**config.mk**
```make
export PLATFORM = sky130hd
export DESIGN_NAME = mult_result_stage
export DESIGN_NICKNAME = d
export VERILOG_FILES = /design/src/rtl/mult_result_stage.sv
export SDC_FILE = /design/constraint.sdc
export NUM_CORES = 1
export LEC_CHECK = 0
export BUFFER_PORTS_ARGS = -buffer_cell sky130_fd_sc_hd__buf_2
export CAP_MARGIN = 20
export CORE_ASPECT_RATIO = 0.8
export CORE_MARGIN = 2
export CORE_UTILIZATION = 55
export DETAILED_ROUTE_END_ITERATION = 10
export PLACE_DENSITY = 0.81
export SKIP_LAST_GASP = 1
export SYNTH_ARGS = -nofsm -noshare
export SYNTH_HDL_FRONTEND = slang
export SYNTH_SLANG_ARGS = --single-unit
```
**constraint.sdc**
```tcl
create_clock -name clock -period 7.8 [get_ports clock]
set_clock_uncertainty 0.05 [all_clocks]
set_input_delay 1.56 -clock clock [delete_from_list [all_inputs] [get_ports clock]]
set_output_delay 1.56 -clock clock [all_outputs]
set_load 0.03 [all_outputs]
```
**src/rtl/mult_result_stage.sv**
```systemverilog
// rtl/mult_result_stage.sv - two-stage multiplier result select / FMULS normalize-round pipeline
module mult_result_stage #(
    parameter int ROUND_RNE = 1
) (
    input  logic        clock,
    input  logic        reset,
    input  logic        in_valid,
    output logic        in_ready,
    input  logic [65:0] mult_result,
    input  logic [4:0]  ID_EX_alu_func,
    input  logic [31:0] opa,
    input  logic [31:0] opb,
    output logic        out_valid,
    input  logic        out_ready,
    output logic [31:0] result
);

    localparam logic [4:0] ALU_MUL    = 5'h10;
    localparam logic [4:0] ALU_MULH   = 5'h11;
    localparam logic [4:0] ALU_MULHSU = 5'h12;
    localparam logic [4:0] ALU_MULHU  = 5'h13;
    localparam logic [4:0] ALU_FMULS  = 5'h14;

    // S1 capture registers
    logic        s1_valid_q;
    logic [4:0]  func_q;
    logic [47:0] p_q;
    logic [31:0] hi_q;
    logic [31:0] lo_q;
    logic        sign_q;
    logic [9:0]  esum_q;
    logic        zero_q;
    logic        special_q;

    // S2 output registers
    logic        s2_valid_q;
    logic [31:0] result_q;
    logic [31:0] result_d;

    logic        advance;

    // Product sign-extension bits and FP mantissa fields of the operands are not needed here
    logic        unused_bits;
    assign unused_bits = ^{mult_result[65:64], opa[22:0], opb[22:0]};

    assign advance   = !s2_valid_q || out_ready;
    assign in_ready  = advance;
    assign out_valid = s2_valid_q;
    assign result    = result_q;

    // S1: capture the product and decode the FMULS operand exponents
    always_ff @(posedge clock) begin
        if (reset) begin
            s1_valid_q <= 1'b0;
            func_q     <= '0;
            p_q        <= '0;
            hi_q       <= '0;
            lo_q       <= '0;
            sign_q     <= 1'b0;
            esum_q     <= '0;
            zero_q     <= 1'b0;
            special_q  <= 1'b0;
        end else if (advance) begin
            s1_valid_q <= in_valid;
            if (in_valid) begin
                func_q    <= ID_EX_alu_func;
                p_q       <= mult_result[47:0];
                hi_q      <= mult_result[63:32];
                lo_q      <= mult_result[31:0];
                sign_q    <= opa[31] ^ opb[31];
                esum_q    <= {2'b00, opa[30:23]} + {2'b00, opb[30:23]};
                zero_q    <= (opa[30:23] == 8'h00) || (opb[30:23] == 8'h00);
                special_q <= (opa[30:23] == 8'hFF) || (opb[30:23] == 8'hFF);
            end
        end
    end

    logic [22:0]       mant;
    logic              guard;
    logic              sticky;
    logic signed [9:0] exp_n;
    logic              inc;
    logic [23:0]       mant_r;
    logic [22:0]       mant_f;
    logic signed [9:0] exp_f;
    logic [31:0]       fp_res;

    // S2 datapath: normalize the 48-bit mantissa product, round, then pick special-case encodings
    always_comb begin
        if (p_q[47]) begin
            mant   = p_q[46:24];
            guard  = p_q[23];
            sticky = |p_q[22:0];
            exp_n  = $signed(esum_q - 10'd126);
        end else begin
            mant   = p_q[45:23];
            guard  = p_q[22];
            sticky = |p_q[21:0];
            exp_n  = $signed(esum_q - 10'd127);
        end
        inc    = (ROUND_RNE != 0) && guard && (sticky || mant[0]);
        mant_r = {1'b0, mant} + {23'd0, inc};
        if (mant_r[23]) begin
            mant_f = '0;
            exp_f  = exp_n + 10'sd1;
        end else begin
            mant_f = mant_r[22:0];
            exp_f  = exp_n;
        end
        if (special_q && zero_q) begin
            fp_res = 32'h7FC00000;
        end else if (special_q) begin
            fp_res = {sign_q, 8'hFF, 23'h0};
        end else if (zero_q) begin
            fp_res = {sign_q, 31'h0};
        end else if (exp_f >= 10'sd255) begin
            fp_res = {sign_q, 8'hFF, 23'h0};
        end else if (exp_f <= 10'sd0) begin
            fp_res = {sign_q, 31'h0};
        end else begin
            fp_res = {sign_q, exp_f[7:0], mant_f};
        end
    end

    // S2 result select by operation code
    always_comb begin
        case (func_q)
            ALU_MUL:                         result_d = lo_q;
            ALU_MULH, ALU_MULHSU, ALU_MULHU: result_d = hi_q;
            ALU_FMULS:                       result_d = fp_res;
            default:                         result_d = lo_q;
        endcase
    end

    // S2: register the selected result; held while downstream stalls
    always_ff @(posedge clock) begin
        if (reset) begin
            s2_valid_q <= 1'b0;
            result_q   <= '0;
        end else if (advance) begin
            s2_valid_q <= s1_valid_q;
            result_q   <= result_d;
        end
    end

endmodule

```
==> metrics.md, run 1 <==
| Metric | Value |
|---|---|
| Cell count after synthesis | `860` |
| Min-delay src | `func_q[3]` |
| R2r endpoint | `result[12]` |
| Hold depth | `2` |
| Peak Freq | `0.223 GHz` |
| Reg2Reg Launch Point | `hi_q[15]` |
| Register area share after synthesis | `34.7%` |
| Synth area leaders | `dfxtp_1 35%, nand2_1 10%, a21oi_1 7.7%` |
| Cts repair resizes | `0` |
| Starting Density | `~57%` |
| Top-level I/O count | `173` |
| Synth Cell Area | `between 6000 and 7000 um^2` |
| Share of cells above drive strength 1 | `21.0%` |
| CTS buffer count | `17` |
| Final setup TNS | `0 ns` |
| RSZ-0062 raised after global routing | `no` |
| Post-place setup slack | `about 3.3 ns` |
| Post-synthesis cell type count | `69` |
| Yosys top cell by area | `dfxtp_1` |
| Final nets | `1,094` |
| Worst hold endpoint | `func_q[3]` |
| Port Buffers | `124` |
| First-pass GRT wire length | `between 30,000 and 40,000 um` |
| Synthesized net count | `1,012` |
| #FFs+latches synth | `115` |
| Share of the synthesized area in the top cell type | `between 30% and 40%` |
| Critical path data arrival time | `2.87 ns` |
| Startpoint Class | `input port` |
| Fin crit period | `4.48 ns` |
| All-Layer GR Usage | `~31%` |
| Placer Congestion | `0.953` |
| Via density | `6.13` |
| CTS tree | `done` |
| Mean Syn Cell Area | `7.71 um^2` |
| Clock sink total | `115` |
| Final HPWL DP | `approximately 13,000 um` |
| Slew Viols, Final | `0` |
| Worst Hold Class | `flop to flop` |
| Max Cap Viol | `0` |
| Fin cells | `roughly 1.1k` |
| Vias in the first global route | `6,063` |
| Commonest non-fill, non-tap cell in the layout | `nand2_1` |
| Area grow syn2layout | `16.9%` |
| Largest net degree at the start of global routing | `68` |
| Worst reg-to-reg setup slack | `between 3 and 4 ns` |
| Die Y | `102 um` |
| Crit share post-route | `a little under three fifths` |
| DRC | `0` |
| DR pass1 iterations | `6` |
| Synth warnings | `0` |
| Root buf cell | `clkbuf_16` |
| Commonest non-fill, non-tap cells in the layout | `176 x nand2_1, 123 x buf_2, 114 x dfxtp_1` |
| GRT overflow | `0` |
| Core ar. | `11,600 um^2` |
| Die Footprint | `12,900 um^2` |
| ANT cells | `0` |
| Crit end category | `output pin` |
| Clock buffer depth | `2` |
| EDFF count, synth | `0` |
| Setup ws final | `3.32 ns` |
| Clk_lat worst skew | `0.42 ns` |
| Area of the multi-input gates | `3980 um^2` |
| H-tree levels | `4` |
| Fill cell count | `between 900 and 1k` |
| Peak VDD IR | `0.173 mV` |
| Wire per inst | `17.6 um` |
| Storage cell area | `approximately 2300 um^2` |
| Final Hold Fails | `0` |
| CP max FO | `37` |
| Cell Pwr Density | `213 nW/um^2` |
| ANT nets after route | `0` |
| Predominant post-synthesis flop cell | `dfxtp_1` |
| Reg2reg path depth | `10` |
| Cells after DPL | `between 1k and 1.5k` |
| Required @ worst endpoint | `6.19 ns` |
| Die width | `127 um` |
| Clock-pin slew on the worst setup and hold paths | `about 0.06 ns` |
| Leak pwr | `3.07 nW` |
| Minimum hold slack | `0.410 ns` |
| Slew HR | `29.3%` |
| Setup Crit Path Kind | `input port to output pin` |
| Final setup vio count | `0` |
| Status | `completed` |
| Post-CTS setup buffer count | `0` |
| Share of flip-flops with an asynchronous set or reset | `0%` |
| Via count | `between 6k and 7k` |
| Worst-margin pin slew | `1.06 ns` |
| Initial antenna violation count | `0` |
| Total Power | `about 1.6 mW` |
| FP Rows | `35` |
| Initial DRC Count | `between 600 and 700` |
| Cts hold-fix bufs | `0` |
| Routed wire length | `19,400 um` |
==> synthesized netlist by cell type, types with 12 or more instances <==
| master | n |
|---|---|
| ha_1 | 12 |
| mux2i_1 | 16 |
| o21ai_0 | 23 |
| nand2_1 | 177 |
| xor2_1 | 13 |
| nor2_1 | 72 |
| dfxtp_1 | 115 |
| nor4_1 | 13 |
| nor3_1 | 19 |
| a21oi_1 | 102 |
| clkbuf_1 | 47 |
| nand4_1 | 27 |
| a221oi_1 | 29 |
| xnor2_1 | 16 |
| inv_1 | 15 |
| a211oi_1 | 30 |
==> logic make-up (layout without fill, tap and decap cells) <==
group	after synthesis	count (layout)	share of synthesized area, %
adders and majority gates	13	13	2.57
muxes	21	21	3.27
and+or+nand+nor	366	366	26.1
DFF	115	115	34.7
buffers and inverters	84	178	5.36
AOI/OAI and AO/OA	229	229	23.4
xor gates and xnor gates	32	32	4.57
==> report_power, final <==
| part | total, mW | internal, mW | switching, mW |
|---|---|---|---|
| Clock | 0.714 | 0.415 | 0.299 |
| Sequential | 0.668 | 0.625 | 0.0430 |
| Combinational | 0.266 | 0.102 | 0.164 |
| Total | 1.65 | 1.14 | 0.506 |
==> worst max-delay path: stages <==
cell and delay (ns):
buf_2 0.08, nor2b_2 0.03, buf_4 0.25, inv_2 0.61
buf_2 0.33
==> worst max path at each step <==
stage / startpoint / endpoint / slack (ns) / cells past startpoint
finish: out_ready / in_ready / 3.32 / 5
global placement: out_ready / in_ready / 3.36 / 5
floorplan: out_ready / in_ready / 3.88 / 4
CTS: out_ready / in_ready / 3.36 / 5
detailed placement: out_ready / in_ready / 3.35 / 5
global route: hi_q[15] / result[12] / 3.24 / 10
==> routing by layer <==
layer	track usage, %	wire length [um]
met5	0	0
met4	9.64	326
met3	5.92	1870
met2	45.2	8150
met1	45.4	9090
==> state kept, by name (all words and copies together), names as in the netlist <==
register / count
p_q: 47
result: 32
hi_q: 17
esum_q: 9
func_q: 5
out_valid: 1
s1_valid_q: 1
sign_q: 1
special_q: 1
zero_q: 1
==> cell type report <==
| type | instances | share of cell area (%) |
|---|---|---|
| tap | 148 | 2.39 |
| clock inverter | 13 | 1.32 |
| timing repair buffer | 131 | 8.72 |
| sequential | 115 | 29.7 |
| clock buffer | 18 | 5.67 |
| multi-input combinational | 661 | 51.4 |
| inverter | 16 | 0.775 |
==> through the flow <==
step / util [%] / instance area (um^2)
after floorplan: - / 6630
after global placement: 61.9 / 7210
after detailed placement: 61.9 / 7210
after CTS: 66.5 / 7750
after global routing: 66.5 / 7750
final: 66.5 / 7750
No activity file was read; power rests on OpenSTA's default activity.
==> run 2, diff against run 1 <==
- CORE_UTILIZATION: 55 -> 48
- PLACE_DENSITY: 0.81 -> 0.74
- clock period: 7.8 -> 3.72 ns (I/O delays scaled with it)
==> run 2 against run 1 <==
  * Combinational power increased by 120%
  * Cell area grew 3.4%
  * Clock power increased by 110%
  * Routed wire length increased by 4.4%
  * Count of clock-buffer cells in the layout decreased by 1
  * Worst hold slack got worse by 0.0070 ns
  * Sequential power grew 110%
  * Core utilization fell by 7.2 points
  * Via count is 0.84% higher
==> metrics.md, run 2 (synthesized netlist as in run 1, its figures left out) <==
| Metric | Value |
|---|---|
| Status | `completed` |
| Fill cell count | `1,235` |
| Cell Pwr Density | `438 nW/um^2` |
| Share of cells above drive strength 1 | `23.2%` |
| Fin cells | `1,162` |
| Clock-pin slew on the worst setup and hold paths | `0.06 ns` |
| Reg2Reg Launch Point | `hi_q[15]` |
| Peak VDD IR | `0.326 mV` |
| Worst-path cell chain | `mux2i_1 > or4_4 > nor4_4 > nand4_4 > xnor2_2 > o311a_2 > nand4_1 > a211oi_2` |
| Final setup TNS | `0 ns` |
| Max Cap Viol | `0` |
| R2r endpoint | `result[14]` |
| Initial antenna violation count | `0` |
| Startpoint Class | `flop` |
| Starting Density | `49.1%` |
| CTS buffer count | `17` |
| Storage cell area | `2300 um^2` |
| Cts hold-fix bufs | `0` |
| DRC | `0` |
| GRT overflow | `0` |
| Cts repair resizes | `0` |
| Slew HR | `39.4%` |
| Cells after DPL | `1,130` |
| RSZ-0062 raised after global routing | `no` |
| Placer Congestion | `1.01` |
| Worst Hold Class | `flop to flop` |
| Port Buffers | `124` |
| Leak pwr | `3.23 nW` |
| FP Rows | `38` |
| Worst path slowest cell | `nor4_4` |
| Commonest non-fill, non-tap cell in the layout | `nand2_1` |
| ANT nets after route | `0` |
| Worst-margin pin slew | `around 0.91 ns` |
| Die width | `135 um` |
| Clock buffer depth | `2` |
| Final Hold Fails | `0` |
| Via density | `5.86` |
| Slew Viols, Final | `0` |
| CTS tree | `done` |
| Die Y | `approximately 110 um` |
| Worst hold endpoint | `func_q[4]` |
| Delay-heaviest family, CP | `simple AND/OR/NAND/NOR gates` |
| Min-delay src | `func_q[4]` |
| Routed wire length | `20,300 um` |
| Area grow syn2layout | `20.9%` |
| Largest net degree at the start of global routing | `84` |
| Clk_lat worst skew | `about 0.42 ns` |
| Initial DRC Count | `about 560` |
| Required @ worst endpoint | `approximately 4.0 ns` |
| Clock sink total | `115` |
| Crit share post-route | `95.0%` |
| Via count | `~6.8k` |
| Commonest non-fill, non-tap cells in the layout | `176 x nand2_1, 123 x buf_2, 114 x dfxtp_1` |
| H-tree levels | `4` |
| Crit end category | `flop` |
| Reg2reg path depth | `8` |
| Wire per inst | `17.5 um` |
| Hold depth | `2` |
| Top-level I/O count | `173` |
| Crit path largest cell delay | `0.56 ns` |
| Worst Path Buf+Inv | `0` |
| Critical path data arrival time | `~3.8 ns` |
| Max FFs per register | `47` |
| DR pass1 iterations | `7` |
| Worst reg-to-reg setup slack | `0.19 ns` |
| First-pass GRT wire length | `32,300 um` |
| Minimum hold slack | `a little over 0.4 ns` |
| Final nets | `1,121` |
| ANT cells | `0` |
| Fin crit period | `3.53 ns` |
| Vias in the first global route | `around 6.1k` |
| Root buf cell | `clkbuf_16` |
| Final HPWL DP | `14,500 um` |
| Die Footprint | `14,800 um^2` |
| Peak Freq | `approximately 0.28 GHz` |
| All-Layer GR Usage | `28.0%` |
| Post-CTS setup buffer count | `0` |
| CP max FO | `23` |
| Top reg by flops | `p_q` |
| Setup Crit Path Kind | `flop to flop` |
| Area of the multi-input gates | `about 4000 um^2` |
| Final setup vio count | `0` |
| Core ar. | `13,500 um^2` |
-- run 2: worst max-delay path by stage --
stage | start | to | slack [ns] | cells past startpoint
floorplan | hi_q[15] | result[18] | 0.16 | 14
global placement | hi_q[15] | result[12] | 0.37 | 9
detailed placement | hi_q[15] | result[13] | 0.33 | 8
CTS | hi_q[15] | result[14] | 0.25 | 8
global route | hi_q[15] | result[12] | 0.07 | 9
finish | hi_q[15] | result[14] | 0.19 | 8
-- run 2: area by class of cell --
cell class,instances,area share (%)
Clock buffer,17,5.31
Sequential cell,115,28.8
Timing Repair Buffer,158,11.1
Multi-Input combinational cell,661,49.7
Inverter,16,0.750
Clock inverter,15,1.55
Tap cell,180,2.81
-- run 2: layer usage --
layer | wire length [um] | up-vias | GRT usage (%) | part of all wire, %
met5 | 0 | - | 0 | 0
met4 | 361 | 0 | 8.48 | 1.8
met3 | 1900 | 32 | 6.37 | 9.4
met2 | 8330 | 332 | 40.6 | 41
met1 | 9700 | 3128 | 41.2 | 48
li1 | - | 3316 | - | -
-- run 2: worst reg2reg max path: stages (launching register included) --
cell	delay [ns]
dfxtp_2	0.52
mux2i_1	0.12
or4_4	0.55
nor4_4	0.56
nand4_4	0.20
xnor2_2	0.33
o311a_2	0.56
nand4_1	0.24
a211oi_2	0.29
-- run 2: per-stage QoR --
stage	area [um^2]	power, mW	utilization (%)	setup slack, ns
2_1_floorplan	6630	1.80	-	0.157
3_3_place_gp	7460	1.98	55.3	0.365
3_5_place_dp	7460	1.99	55.3	0.326
4_1_cts	8010	3.51	59.3	0.252
5_1_grt	8010	3.64	59.3	0.0681
6_report	8010	3.51	59.3	0.187
-- run 2: power by group --
group	internal, mW	switching (mW)
clock	0.868	0.656
combinational	0.229	0.361
sequential	1.31	0.0819
total	2.41	1.10
